$ cat config.mk
export PLATFORM = sky130hd
export DESIGN_NAME = grill_lane_scheduler
export DESIGN_NICKNAME = d
export VERILOG_FILES = /design/src/rtl/grill_lane_scheduler.sv
export SDC_FILE = /design/constraint.sdc
export NUM_CORES = 1
export LEC_CHECK = 0
export CORE_UTILIZATION = 40
export CTS_CLUSTER_SIZE = 12
export DETAILED_ROUTE_END_ITERATION = 10
export SETUP_SLACK_MARGIN = 0.02
export SLEW_MARGIN = 40
export SYNTH_ARGS = -nofsm -noshare
export SYNTH_HDL_FRONTEND = slang
export SYNTH_SLANG_ARGS = --single-unit
$ cat constraint.sdc
create_clock -name clock -period 3.2 [get_ports clock]
set_input_delay 0.48 -clock clock [delete_from_list [all_inputs] [get_ports clock]]
set_output_delay 0.48 -clock clock [all_outputs]
set_load 0.1 [all_outputs]
$ cat src/rtl/grill_lane_scheduler.sv
// Game-flow controller for three grill lanes: tick prescaler, wrapping lane scan,
// per-lane cook state machine, player request arbitration and score/burn accounting.
module grill_lane_scheduler #(
    parameter int TICK_DIV   = 25000000,
    parameter int COOK_TICKS = 6,
    parameter int BURN_TICKS = 3,
    parameter int MAX_BURNT  = 3
) (
    input  logic       clock,
    input  logic       reset_n,
    input  logic       start,
    input  logic [2:0] place_req,
    input  logic [2:0] serve_req,
    output logic [5:0] lane_state,
    output logic [1:0] scan_lane,
    output logic       scan_valid,
    output logic [7:0] score,
    output logic [3:0] burnt_count,
    output logic       score_pulse,
    output logic       burnt_pulse,
    output logic       game_over
);

    localparam int            PW         = $clog2(TICK_DIV);
    localparam logic [PW-1:0] PRESC_LAST = PW'(TICK_DIV - 1);
    localparam logic [3:0]    READY_AGE  = 4'(COOK_TICKS);
    localparam logic [3:0]    BURN_AGE   = 4'(COOK_TICKS + BURN_TICKS);
    localparam logic [3:0]    MAX_B      = 4'(MAX_BURNT);

    typedef enum logic [1:0] {
        TOP_IDLE      = 2'd0,
        TOP_RUN       = 2'd1,
        TOP_GAME_OVER = 2'd2
    } top_state_t;

    typedef enum logic [1:0] {
        LANE_EMPTY   = 2'b00,
        LANE_COOKING = 2'b01,
        LANE_READY   = 2'b10,
        LANE_BURNT   = 2'b11
    } lane_t;

    top_state_t    top_state;
    logic [PW-1:0] presc;
    lane_t         lane_q [3];
    lane_t         lane_d [3];
    logic [3:0]    age_q  [3];
    logic [3:0]    age_d  [3];
    logic [2:0]    scored;
    logic [2:0]    burned;
    logic          tick;
    logic [1:0]    n_scored;
    logic [8:0]    score_sum;
    logic [7:0]    score_d;
    logic [3:0]    burnt_d;

    // scan_valid qualifies scan_lane; there is no back-pressure on the scan.
    assign tick       = (top_state == TOP_RUN) && (presc == PRESC_LAST);
    assign lane_state = {lane_q[2], lane_q[1], lane_q[0]};

    // Player requests take priority over the scan; a request on the scanned lane
    // drops that lane's age step for this sweep.
    always_comb begin
        for (int i = 0; i < 3; i++) begin
            lane_d[i] = lane_q[i];
            age_d[i]  = age_q[i];
            scored[i] = 1'b0;
            burned[i] = 1'b0;
            if (serve_req[i]) begin
                if (lane_q[i] != LANE_EMPTY) begin
                    lane_d[i] = LANE_EMPTY;
                    age_d[i]  = 4'd0;
                    scored[i] = (lane_q[i] == LANE_READY);
                end
            end else if (place_req[i]) begin
                if (lane_q[i] == LANE_EMPTY) begin
                    lane_d[i] = LANE_COOKING;
                    age_d[i]  = 4'd0;
                end
            end else if (scan_valid && (scan_lane == 2'(i))) begin
                if (lane_q[i] == LANE_COOKING) begin
                    age_d[i] = age_q[i] + 4'd1;
                    if ((age_q[i] + 4'd1) == READY_AGE) begin
                        lane_d[i] = LANE_READY;
                    end
                end else if (lane_q[i] == LANE_READY) begin
                    age_d[i] = age_q[i] + 4'd1;
                    if ((age_q[i] + 4'd1) == BURN_AGE) begin
                        lane_d[i] = LANE_BURNT;
                        burned[i] = 1'b1;
                    end
                end
            end
        end
    end

    // Several lanes may score together; the sum saturates at 255.
    always_comb begin
        n_scored  = 2'(scored[0]) + 2'(scored[1]) + 2'(scored[2]);
        score_sum = {1'b0, score} + {7'd0, n_scored};
        score_d   = score_sum[8] ? 8'hFF : score_sum[7:0];
        burnt_d   = burnt_count;
        if ((|burned) && (burnt_count != 4'hF)) begin
            burnt_d = burnt_count + 4'd1;
        end
    end

    always_ff @(posedge clock or negedge reset_n) begin
        if (!reset_n) begin
            top_state   <= TOP_IDLE;
            presc       <= '0;
            scan_valid  <= 1'b0;
            scan_lane   <= 2'd0;
            score       <= 8'd0;
            burnt_count <= 4'd0;
            score_pulse <= 1'b0;
            burnt_pulse <= 1'b0;
            game_over   <= 1'b0;
            for (int i = 0; i < 3; i++) begin
                lane_q[i] <= LANE_EMPTY;
                age_q[i]  <= 4'd0;
            end
        end else begin
            score_pulse <= 1'b0;
            burnt_pulse <= 1'b0;
            case (top_state)
                TOP_RUN: begin
                    presc <= tick ? '0 : presc + PW'(1);
                    if (tick) begin
                        scan_valid <= 1'b1;
                        scan_lane  <= 2'd0;
                    end else if (scan_valid) begin
                        if (scan_lane == 2'd2) begin
                            scan_valid <= 1'b0;
                            scan_lane  <= 2'd0;
                        end else begin
                            scan_lane <= scan_lane + 2'd1;
                        end
                    end
                    for (int i = 0; i < 3; i++) begin
                        lane_q[i] <= lane_d[i];
                        age_q[i]  <= age_d[i];
                    end
                    score       <= score_d;
                    burnt_count <= burnt_d;
                    score_pulse <= |scored;
                    burnt_pulse <= |burned;
                    // Game ends the cycle after the limiting burn is registered.
                    if (burnt_count == MAX_B) begin
                        top_state  <= TOP_GAME_OVER;
                        game_over  <= 1'b1;
                        scan_valid <= 1'b0;
                        scan_lane  <= 2'd0;
                    end
                end
                default: begin
                    if (start) begin
                        top_state   <= TOP_RUN;
                        game_over   <= 1'b0;
                        presc       <= '0;
                        scan_valid  <= 1'b0;
                        scan_lane   <= 2'd0;
                        score       <= 8'd0;
                        burnt_count <= 4'd0;
                        for (int i = 0; i < 3; i++) begin
                            lane_q[i] <= LANE_EMPTY;
                            age_q[i]  <= 4'd0;
                        end
                    end
                end
            endcase
        end
    end

endmodule

==> reports/metrics.csv <==
stage;metric;value;unit
place;gp_congestion;0.836;
hold_path;hold_path.class;in -> async;
logic_synthesis;yosysTopAreaCellShare;0.406;
logic_synthesis;synthAdderAreaFrac;0.0531;
logic_synthesis;netlist_top_cells_area;dfrtp_1, o21ai_0, nand2_1, ha_1, nand3_1;
global_route;grt_pass1_wl;15.5;mm
setup_path;path_class;in -> reg;
routing;wl_per_cell;15.0;microns
logic_synthesis;synth_mux_area_frac;0.0187;
run_status;outcome;completed;
die;core-area;0.00924;sq mm
die;die-area;0.00994;sq mm
power;switching_share;0.372;
setup_path;cp-startpoint;serve_req[0];
logic_synthesis;syn_nets;460;
timing;fin_setup_tns;0;ps
logic_synthesis;avgSynthCellArea;8.76;sq um
logic_synthesis;synth-compound-area-share;0.217;
setup_path;startpoint_type;primary input;
routing;drc;0;
timing;setup_viol;0;
place;dpl.hpwl;6.39;mm
final_layout;multi_input_area;0.00214;sq mm
timing;rsz0062_at_grt;false;
routing;dr_total_vias;3389;
clocking;cts_resized;0;
die;rows;35;
run;cap_violations;0;
setup_path;worstPathMaxFanout;4;
clocking;ctsHoldBuffers;0;
timing;fin_skew;11.0;ps
clocking;cts_htree_levels;3;
setup_path;crit_required;3410;ps
logic_synthesis;synth_most_common_cell;dfrtp_1;
global_route;first_global_vias;3212;
timing;min_period;2860;ps
logic_synthesis;ys_types;62;
setup_path;critPathArrivalTime;3070;ps
setup_path;rr_startpoint;lane_state[0]$_DFFE_PN0P_;
timing;tightest_slew;744;ps
power;p_int;0.00146;W
timing;hold_ws;194;ps
logic_synthesis;yosysSeqAreaShare;0.406;
final_layout;utilization;0.486;
place;port-buffer-count;32;
logic_synthesis;yosysWarningCount;0;
clocking;numCtsBuffers;9;
timing;slew_headroom;0.504;
final_layout;fin_cells;611;
logic_synthesis;syn_inst;436;
logic_synthesis;synth_top_family_by_area;simple AND/OR/NAND/NOR gates;
die;die_h;99.7;microns
logic_synthesis;synth_xor_area_frac;0.00917;
power;clockPowerShare;0.305;
power;p_leak;1.92;nW
timing;max_freq;349;MHz
logic_synthesis;synth_edf_count;0;
global_route;grt_max_degree;35;
routing;avgViaCountPerCell;5.55;
power;p_per_area;517;mW/mm^2
logic_synthesis;yosysTopAreaCell;dfrtp_1;
die;ioPinCount;33;
global_route;grt.overflow.total;0;
die;die_width;99.7;microns
logic_synthesis;ys.flop_type;dfrtp_1;
final_layout;nNetsFinal;501;
timing;maxSlewViolCount;0;
clocking;cts-root-buf;clkbuf_8;
die;initial_utilization;0.413;
clocking;cts_tree;built;
place;dpl.cell_count;595;
global_route;grt_usage;0.197;
clocking;postCtsSetupBuffers;0;
power;power_frac_seq;0.442;
place;place_area;0.00428;sq mm
final_layout;synthToLayoutAreaGrowth;17.5;%
logic_synthesis;ys_async_sr_fraction;1.00;
clocking;clock-sinks;62;
final_layout;antenna_cells;0;
timing;finalHoldViolCount;0;
final_layout;drive_gt1_frac;0.147;
power;p_sw;0.000862;W
final_layout;fin_area;0.00449;sq mm
timing;period_share;0.894;
logic_synthesis;synthSimpleGateAreaFrac;0.261;
logic_synthesis;synth_common_cells;dfrtp_1, nand2_1, o21ai_0;
logic_synthesis;yosys_register_bits;62;
clocking;cts.clk_slew.worst_paths;70;ps
clocking;cts_max_path_buffers;2;
routing;drtIter0Drc;107;
clocking;clk_latency;350;ps
global_route;antenna_found_initial;0;
power;ir_worst_vdd;0.292;mV
routing;wl;9.16;mm
setup_path;endpoint_kind;flop;
power;comb_power_share;0.253;
final_layout;fill_cells;917;
routing;ant_nets;0;
final_layout;seqCellArea;0.00156;sq mm
routing;drt_first_pass_iters;4;
logic_synthesis;synth_area;0.00382;sq mm
-- through the flow --
| stage | worst slack (ps) | total power, W |
|---|---|---|
| after CTS | 374 | 0.00234 |
| after global routing | 180 | 0.00246 |
| after global placement | 49.3 | 0.00161 |
| final | 338 | 0.00232 |
| after detailed placement | 12.6 | 0.00163 |
| after floorplan | 52.0 | 0.00146 |
-- kinds of logic after synthesis --
| logic type | after synthesis |
|---|---|
| simple gates | 187 |
| compound gates | 126 |
| flops | 62 |
| buf+inv | 35 |
| fa+ha+maj | 15 |
| mux | 7 |
| xor+xnor | 4 |
-- power by group through the flow --
stage | registers, W | clock network [W] | logic, W
floorplan | 0.00118 | 0 | 0.000279
global placement | 0.00103 | 0 | 0.000580
detailed placement | 0.00104 | 0 | 0.000589
CTS | 0.00102 | 0.000727 | 0.000590
global route | 0.00105 | 0.000760 | 0.000650
finish | 0.00103 | 0.000707 | 0.000586
-- worst paths after layout --
check | slack, ps | cells past startpoint | to
setup / recovery | 340 | 12 | score[5]$_DFFE_PN0N_
hold / removal | 190 | 1 | age_q[9]$_DFFE_PN0P_
setup reg to reg | 350 | 12 | score[5]$_DFFE_PN0N_
hold reg to reg | 480 | 1 | presc[24]$_DFFE_PN0N_
max in group asynchronous | 2370 | 2 | presc[22]$_DFFE_PN0N_
min in group clock | 480 | 1 | presc[24]$_DFFE_PN0N_
-- worst max-delay path, cell delays in order --
cell and delay (ps):
clkdlybuf4s50_1 510, nand2_1 130, fa_1 520, inv_1 40, ha_1 210, fa_1 410, nand3_1 110, inv_1 60
and3_1 200, nor2_1 140, and2_1 170, a311oi_1 90
-- routing by layer --
layer	global-route usage	up-vias	part of all wire
met5	0	-	0
met2	0.296	58	0.44
met4	0.0735	0	0.012
met3	0.0401	7	0.039
met1	0.280	1635	0.51
li1	-	1689	-
-- registers in the layout (all words and copies together) (netlist names) --
name and count:
score 8, burnt_count 4, top_state 1, lane_state 6, game_over 1, burnt_pulse 1
scan_valid 1, scan_lane 2, presc 25, age_q 12, score_pulse 1
-- layout by cell type, fill, tap and decap left out, drive strengths merged, types with 3 or more instances in the layout --
master and instances:
dfrtp 62, o21ai 47, nand2 46, buf 36
nor2 33, nand3 28, inv 22, a21oi 21
a31oi 16, ha 13, nand2b 13, nor3 12
clkbuf 10, clkdlybuf4s50 7, nand3b 6, and2 6
nand4 6, mux2i 6, nor2b 5, and3 5
and4 4, o21a 4, o22ai 4, nor4 4
or4 4, o211ai 4, clkinv 4, a311oi 4
xnor2 3, a41oi 3, o31ai 3, nor3b 3
nor4b 3
-- area by class of cell --
class | instances | area share
clock buffers | 10 | 0.0307
clock inverters | 6 | 0.0137
inverters | 22 | 0.0184
multi-input cells | 339 | 0.477
flip-flops and latches | 62 | 0.347
well taps | 129 | 0.0360
repair buffers | 43 | 0.0775
No activity file was read; power rests on OpenSTA's default activity.
